--- src/rtl/uart_matrix_input_if.sv ---
// uart_matrix_input_if: session handshake and storage write bus between the
// session FSM (master) and the UART matrix input block (slave).
interface uart_matrix_input_if;
    logic        w_start_in;
    logic        w_in_done;
    logic        w_in_busy;
    logic        w_in_err;
    logic        w_wr_en;
    logic [7:0]  w_wr_addr;
    logic [31:0] w_wr_data;
    logic [7:0]  w_elem_count;

    modport master (
        output w_start_in,
        input  w_in_done, w_in_busy, w_in_err,
        input  w_wr_en, w_wr_addr, w_wr_data, w_elem_count
    );

    modport slave (
        input  w_start_in,
        output w_in_done, w_in_busy, w_in_err,
        output w_wr_en, w_wr_addr, w_wr_data, w_elem_count
    );
endinterface

--- src/rtl/uart_matrix_input.sv ---
// uart_matrix_input: 8N1 UART receiver feeding an ASCII decimal token parser.
// Each delimited number is written to element storage as one 32-bit word.
// Optional feature macro RANGE_CHECK_EN: values above MAX_VAL are rejected
// (error flag set, no write) instead of being stored.
module uart_matrix_input #(
    parameter int CLK_FREQ  = 100_000_000,
    parameter int BAUD_RATE = 115200,
    parameter int MAX_ELEMS = 25,
    parameter int MAX_VAL   = 9
) (
    input  logic               clk,
    input  logic               rst_n,
    input  logic               uart_rx_pin,
    uart_matrix_input_if.slave bus
);

    localparam int BIT_CYC = CLK_FREQ / BAUD_RATE;
    localparam int CW      = $clog2(BIT_CYC + 1);
    localparam logic [CW-1:0] FULL_LAST  = CW'(BIT_CYC - 1);
    localparam logic [CW-1:0] HALF_LAST  = CW'(BIT_CYC / 2 - 1);
    localparam logic [7:0]    MAX_ELEMS_W = 8'(MAX_ELEMS);
`ifdef RANGE_CHECK_EN
    localparam logic [15:0]   MAX_VAL_W   = 16'(MAX_VAL);
`endif

    typedef enum logic [1:0] {RX_IDLE, RX_START, RX_DATA, RX_STOP} rx_state_e;
    typedef enum logic [1:0] {S_IDLE, S_COLLECT, S_WRITE, S_DONE} state_e;

    // ---------------- receiver ----------------
    logic            rx_meta_q, rx_sync_q, rx_prev_q;
    rx_state_e       rx_state_q, rx_state_d;
    logic [CW-1:0]   cyc_q, cyc_d;
    logic [2:0]      bit_q, bit_d;
    logic [7:0]      shift_q, shift_d;
    logic            byte_vld_q, byte_vld_d;
    logic            frame_err_q, frame_err_d;

    // Two-flop synchroniser plus previous-sample register for edge detection;
    // all reset high so a reset never looks like a falling edge.
    always_ff @(posedge clk or negedge rst_n) begin
        if (!rst_n) begin
            rx_meta_q <= 1'b1;
            rx_sync_q <= 1'b1;
            rx_prev_q <= 1'b1;
        end else begin
            rx_meta_q <= uart_rx_pin;
            rx_sync_q <= rx_meta_q;
            rx_prev_q <= rx_sync_q;
        end
    end

    // Receiver state register.
    always_ff @(posedge clk or negedge rst_n) begin
        if (!rst_n) begin
            rx_state_q  <= RX_IDLE;
            cyc_q       <= '0;
            bit_q       <= '0;
            shift_q     <= '0;
            byte_vld_q  <= 1'b0;
            frame_err_q <= 1'b0;
        end else begin
            rx_state_q  <= rx_state_d;
            cyc_q       <= cyc_d;
            bit_q       <= bit_d;
            shift_q     <= shift_d;
            byte_vld_q  <= byte_vld_d;
            frame_err_q <= frame_err_d;
        end
    end

    // Receiver next state: mid-bit sampling, glitch reject on the start bit.
    always_comb begin
        rx_state_d  = rx_state_q;
        cyc_d       = cyc_q + 1'b1;
        bit_d       = bit_q;
        shift_d     = shift_q;
        byte_vld_d  = 1'b0;
        frame_err_d = 1'b0;
        case (rx_state_q)
            RX_IDLE: begin
                cyc_d = '0;
                if (rx_prev_q && !rx_sync_q) rx_state_d = RX_START;
            end
            RX_START: begin
                if (cyc_q == HALF_LAST) begin
                    cyc_d = '0;
                    bit_d = '0;
                    rx_state_d = rx_sync_q ? RX_IDLE : RX_DATA;
                end
            end
            RX_DATA: begin
                if (cyc_q == FULL_LAST) begin
                    cyc_d   = '0;
                    shift_d = {rx_sync_q, shift_q[7:1]};
                    bit_d   = bit_q + 3'd1;
                    if (bit_q == 3'd7) rx_state_d = RX_STOP;
                end
            end
            RX_STOP: begin
                if (cyc_q == FULL_LAST) begin
                    cyc_d       = '0;
                    rx_state_d  = RX_IDLE;
                    byte_vld_d  = rx_sync_q;
                    frame_err_d = !rx_sync_q;
                end
            end
            default: rx_state_d = RX_IDLE;
        endcase
    end

    // ---------------- parser ----------------
    state_e      state_q, state_d;
    logic [15:0] acc_q, acc_d;
    logic        seen_q, seen_d;
    logic        eol_q, eol_d;
    logic        discard_q, discard_d;
    logic [7:0]  count_q, count_d;
    logic        err_q, err_d;
    logic        wr_en_q, wr_en_d;
    logic [7:0]  wr_addr_q, wr_addr_d;
    logic [31:0] wr_data_q, wr_data_d;

    logic        is_digit;
    logic [19:0] acc_ext;

    assign is_digit = (shift_q >= 8'h30) && (shift_q <= 8'h39);
    assign acc_ext  = 20'(acc_q) * 20'd10 + 20'(shift_q[3:0]);

    // Parser state register; write strobe is registered to give the
    // two-clock delimiter-to-write latency.
    always_ff @(posedge clk or negedge rst_n) begin
        if (!rst_n) begin
            state_q   <= S_IDLE;
            acc_q     <= '0;
            seen_q    <= 1'b0;
            eol_q     <= 1'b0;
            discard_q <= 1'b0;
            count_q   <= '0;
            err_q     <= 1'b0;
            wr_en_q   <= 1'b0;
            wr_addr_q <= '0;
            wr_data_q <= '0;
        end else begin
            state_q   <= state_d;
            acc_q     <= acc_d;
            seen_q    <= seen_d;
            eol_q     <= eol_d;
            discard_q <= discard_d;
            count_q   <= count_d;
            err_q     <= err_d;
            wr_en_q   <= wr_en_d;
            wr_addr_q <= wr_addr_d;
            wr_data_q <= wr_data_d;
        end
    end

    // Parser next state: tokenise digits, write on delimiters, stop on LF/cap.
    always_comb begin
        state_d   = state_q;
        acc_d     = acc_q;
        seen_d    = seen_q;
        eol_d     = eol_q;
        discard_d = discard_q;
        count_d   = count_q;
        err_d     = err_q;
        wr_en_d   = 1'b0;
        wr_addr_d = wr_addr_q;
        wr_data_d = wr_data_q;

        // A framing error flags the running session; the byte itself is lost.
        if (frame_err_q && state_q != S_IDLE) err_d = 1'b1;

        case (state_q)
            S_IDLE: begin
                if (bus.w_start_in) begin
                    acc_d     = '0;
                    seen_d    = 1'b0;
                    eol_d     = 1'b0;
                    discard_d = 1'b0;
                    count_d   = '0;
                    err_d     = 1'b0;
                    state_d   = S_COLLECT;
                end
            end
            S_COLLECT: begin
                if (byte_vld_q) begin
                    if (is_digit) begin
                        // Digits after an illegal character belong to the
                        // discarded token and are skipped up to the delimiter.
                        if (!discard_q) begin
                            acc_d  = (acc_ext > 20'h0FFFF) ? 16'hFFFF : acc_ext[15:0];
                            seen_d = 1'b1;
                        end
                    end else if (shift_q == 8'h20 || shift_q == 8'h0D) begin
                        discard_d = 1'b0;
                        if (seen_q) state_d = S_WRITE;
                    end else if (shift_q == 8'h0A) begin
                        discard_d = 1'b0;
                        if (seen_q) begin
                            eol_d   = 1'b1;
                            state_d = S_WRITE;
                        end else begin
                            state_d = S_DONE;
                        end
                    end else begin
                        err_d     = 1'b1;
                        acc_d     = '0;
                        seen_d    = 1'b0;
                        discard_d = 1'b1;
                    end
                end
            end
            S_WRITE: begin
`ifdef RANGE_CHECK_EN
                if (acc_q > MAX_VAL_W) begin
                    err_d = 1'b1;
                end else begin
                    wr_en_d   = 1'b1;
                    wr_addr_d = count_q;
                    wr_data_d = {16'h0, acc_q};
                    count_d   = count_q + 8'd1;
                end
`else
                wr_en_d   = 1'b1;
                wr_addr_d = count_q;
                wr_data_d = {16'h0, acc_q};
                count_d   = count_q + 8'd1;
`endif
                acc_d  = '0;
                seen_d = 1'b0;
                if (eol_q || (count_q + 8'd1) == MAX_ELEMS_W) state_d = S_DONE;
                else                                          state_d = S_COLLECT;
            end
            S_DONE: begin
                if (!bus.w_start_in) state_d = S_IDLE;
            end
            default: state_d = S_IDLE;
        endcase
    end

    assign bus.w_in_done    = (state_q == S_DONE);
    assign bus.w_in_busy    = (state_q != S_IDLE);
    assign bus.w_in_err     = err_q;
    assign bus.w_wr_en      = wr_en_q;
    assign bus.w_wr_addr    = wr_addr_q;
    assign bus.w_wr_data    = wr_data_q;
    assign bus.w_elem_count = count_q;

endmodule

--- src/flat_wrapper.sv ---
// flat-port wrapper written by rule: the top's interface ports become plain ports
module uart_matrix_input_flat 
#(
    parameter int CLK_FREQ  = 100_000_000,
    parameter int BAUD_RATE = 115200,
    parameter int MAX_ELEMS = 25,
    parameter int MAX_VAL   = 9
)
  (clk, rst_n, uart_rx_pin, bus_w_start_in, bus_w_in_done, bus_w_in_busy, bus_w_in_err, bus_w_wr_en, bus_w_wr_addr, bus_w_wr_data, bus_w_elem_count);
  uart_matrix_input_if bus_i ();
  input  logic clk;
  input  logic rst_n;
  input  logic uart_rx_pin;
  input wire logic [$bits(bus_i.w_start_in)-1:0] bus_w_start_in;
  output wire logic [$bits(bus_i.w_in_done)-1:0] bus_w_in_done;
  output wire logic [$bits(bus_i.w_in_busy)-1:0] bus_w_in_busy;
  output wire logic [$bits(bus_i.w_in_err)-1:0] bus_w_in_err;
  output wire logic [$bits(bus_i.w_wr_en)-1:0] bus_w_wr_en;
  output wire logic [$bits(bus_i.w_wr_addr)-1:0] bus_w_wr_addr;
  output wire logic [$bits(bus_i.w_wr_data)-1:0] bus_w_wr_data;
  output wire logic [$bits(bus_i.w_elem_count)-1:0] bus_w_elem_count;
  assign bus_i.w_start_in = bus_w_start_in;
  assign bus_w_in_done = bus_i.w_in_done;
  assign bus_w_in_busy = bus_i.w_in_busy;
  assign bus_w_in_err = bus_i.w_in_err;
  assign bus_w_wr_en = bus_i.w_wr_en;
  assign bus_w_wr_addr = bus_i.w_wr_addr;
  assign bus_w_wr_data = bus_i.w_wr_data;
  assign bus_w_elem_count = bus_i.w_elem_count;
  uart_matrix_input #(.CLK_FREQ(CLK_FREQ), .BAUD_RATE(BAUD_RATE), .MAX_ELEMS(MAX_ELEMS), .MAX_VAL(MAX_VAL)) u_core (.clk(clk), .rst_n(rst_n), .uart_rx_pin(uart_rx_pin), .bus(bus_i));
endmodule
--- config.mk ---
export PLATFORM = sky130hd
export DESIGN_NAME = uart_matrix_input_flat
export DESIGN_NICKNAME = d
export VERILOG_FILES = /design/src/rtl/uart_matrix_input_if.sv /design/src/rtl/uart_matrix_input.sv /design/src/flat_wrapper.sv
export SDC_FILE = /design/constraint.sdc
export NUM_CORES = 1
export LEC_CHECK = 0
export ABC_AREA = 1
export CORE_MARGIN = 10
export CORE_UTILIZATION = 40
export DETAILED_ROUTE_END_ITERATION = 12
export PLACE_DENSITY = 0.59
export SETUP_SLACK_MARGIN = 0.3
export SYNTH_ARGS = -nofsm -noshare
export SYNTH_HDL_FRONTEND = slang
export SYNTH_SLANG_ARGS = --single-unit
--- constraint.sdc ---
create_clock -name clk -period 7.4 [get_ports clk]
set_input_delay 1.11 -clock clk [delete_from_list [all_inputs] [get_ports clk]]
set_output_delay 1.11 -clock clk [all_outputs]
set_load 0.02 [all_outputs]
==> reports/results.txt <==
Root Buffer = clkbuf_16
CTS tree = done
CTS hold repair buffers = 0
Post-cts sizing count = 0
Fmax = 280.7 MHz
Tcrit/Tclk final = 48.13%
Drt pass-1 iters = 6
Commonest non-fill, non-tap cells in the layout = 239 x nand2_1, 84 x inv_1, 80 x dfrtp_1
# rows = 42
Largest net degree at the start of global routing = 84
Commonest non-fill, non-tap cell in the layout = nand2_1
Pwr/cell area = 167.3 nW/µm²
Share of post-route cells with drive strength above 1 = 8.915%
N_diodes = 0
PnR worst setup slack = 3838 ps
Die Ht = 137.4 µm
CP Capture Type = flop
Yosys cell types = 43
DR vias/cell = 4.840
Grt ovf = 0
Data arrival, critical path = 3830 ps
Number of remaining DRC errors = 0
WS Path Type = in -> reg
Clk slew on worst S/H paths = 60 ps
Core footprint = 13,350 µm²
Die area = 18,870 µm²
IO Port Bufs = 39
DP HPWL = 9.597 mm
Slew Viols, Final = 0
Unrepaired setup endpoints after global routing = no
Total CTS buffers = 9
Footprint of the multi-input gates = 2943 µm²
Clk Latency, worst-skew pair = 330 ps
H-tree Lvls = 3
Setup TNS = 0 ps
Status = finished clean
Worst path required time = 7670 ps
Max Cap Violations = 0
Initial DRC Count = 287
Reg area = 2081 µm²
Die width = 137.4 µm
GRT Resource Usage Total = 13.49%
Final #Nets = 812
Warnings from Yosys = 0
DRT antenna net count = 0
Yosys reg bits = 83
Final number of hold-violating endpoints = 0
Total power = 1.057 mW
Area grow syn2layout = 14.65%
Via Count = 4,598
Number of post-CTS setup repair buffers = 0
Pre-CTS setup slack = 3489 ps
Skew final = 5.472 ps
Syn Area/Cell = 7.548 µm²
Element type at the critical path start = primary input
Worst slew pin tran = 1040 ps
Final Wtd Congestion = 0.9005
Slew headroom = 30.70%
Global-route wire length before repair = 20.94 mm
Initial antenna violation count = 0
Hold_ws = 358.0 ps
Wirelength per Cell = 13.04 µm
Clk buf depth = 2
Sink Count = 83
Max FO, Critical Path = 19
Initial core utilization = 41.28%
Fill count = 1,334
Worst hold path class = reg -> reg
DRT Wirelength = 12.39 mm
Leak = 3.334 nW
Register area share after synthesis = 37.76%
Syn Inst Count = 730
Vias in the first global route = 4,498
Final setup violation count = 0
VDD IR max = 0.2085 mV
Post-Syn Area = 5510 µm²
Ports = 56
Period minus WS final = 3562 ps
-- routing by layer --
layer	track usage (%)	routed length (µm)	share of wire [%]
met1	16.08	5508	44
met2	24.20	6318	51
met4	2.986	101	0.82
met3	2.950	463	3.7
met5	0	0	0
-- stage by stage --
step / utilization (%) / instances / cell area (µm²)
2_1_floorplan: - / 745 / 5567
3_3_place_gp: 44.86 / 934 / 5988
3_5_place_dp: 44.86 / 934 / 5988
4_1_cts: 47.33 / 950 / 6317
5_1_grt: 47.33 / 950 / 6317
6_report: 47.33 / 950 / 6317
-- final timing paths --
kind	startpoint	end	slack (ps)	depth (start not counted)
setup / recovery	bus_w_start_in	u_core.acc_q[12]	3840	7
hold / removal	u_core.rx_meta_q	u_core.rx_sync_q	360	0
setup reg to reg	u_core.acc_q[1]	u_core.acc_q[4]	3950	18
hold reg to reg	u_core.rx_meta_q	u_core.rx_sync_q	360	0
max in group asynchronous	rst_n	u_core.state_q[0]	5770	1
min in group asynchronous	rst_n	u_core.bit_q[1]	950	1
-- cells by family after synthesis --
family                   synth area share [%]
AND/OR/NAND/NOR                         33.47
XOR/XNOR                                2.702
flip-flops                              37.76
AO/OA/AOI/OAI                           7.016
other                                 0.06805
adder cells (fa/ha/maj)                 9.128
buffers and inverters                   9.854
-- flip-flops by register name, indices dropped and copies added, names as in the netlist, named ones only --
signal / flops
u_core.rx_prev_q: 1
u_core.rx_state_q: 1
u_core.bus.w_in_err: 1
u_core.seen_q: 1
u_core.bit_q: 3
u_core.bus.w_elem_count: 8
u_core.discard_q: 1
u_core.shift_q: 8
u_core.eol_q: 1
u_core.byte_vld_q: 1
u_core.bus.w_wr_addr: 8
u_core.acc_q: 16
u_core.cyc_q: 10
u_core.bus.w_wr_data: 16
u_core.bus.w_wr_en: 1
u_core.rx_sync_q: 1
u_core.rx_meta_q: 1
u_core.frame_err_q: 1
u_core.state_q: 2
-- worst max-delay path: stages --
cell	delay [ps]
clkdlybuf4s50_1	480
inv_1	90
a21oi_1	650
o22ai_2	410
nor2_1	860
nand2_1	130
nand2_1	90
-- layout make-up --
| class | instances | area share (%) |
|---|---|---|
| clock buffer | 12 | 4.060 |
| inverter | 93 | 5.526 |
| timing repair buffer | 40 | 6.259 |
| clock inverter | 4 | 1.149 |
| multi-input combinational | 542 | 46.58 |
| tap | 176 | 3.486 |
| sequential | 83 | 32.94 |
-- where the power goes --
| part | switching, mW | total [mW] | internal [mW] |
|---|---|---|---|
| logic | 0.0651 | 0.0899 | 0.0248 |
| registers | 0.0131 | 0.481 | 0.468 |
| clock network | 0.173 | 0.487 | 0.313 |
-- cells in the mapped netlist, drive strengths merged --
library cell  instances  area share, %
o221ai                1           0.16
dfrtp                80             36
o21bai                2           0.27
o21ai                31            2.8
nand3                56            6.4
xnor2                 5           0.79
dfstp                 3            1.4
nor2                 55            5.1
buf                  20            3.0
clkbuf                7           0.48
nor4                  3           0.34
a211oi                1           0.14
o31ai                 2           0.27
ha                   37            8.4
clkinv                1          0.068
a31oi                 2           0.23
o22ai                 8            1.0
conb                  1          0.068
and3                  1           0.11
a21oi                21            2.0
inv                  92            6.3
nand2               253             18
a22oi                 1           0.14
fa                    2           0.73
nand4                15            1.7
nor3                 14            1.4
and2                  3           0.34
nand3b                1           0.14
xor2                 12            1.9
Power figures use the tool's default switching activity.
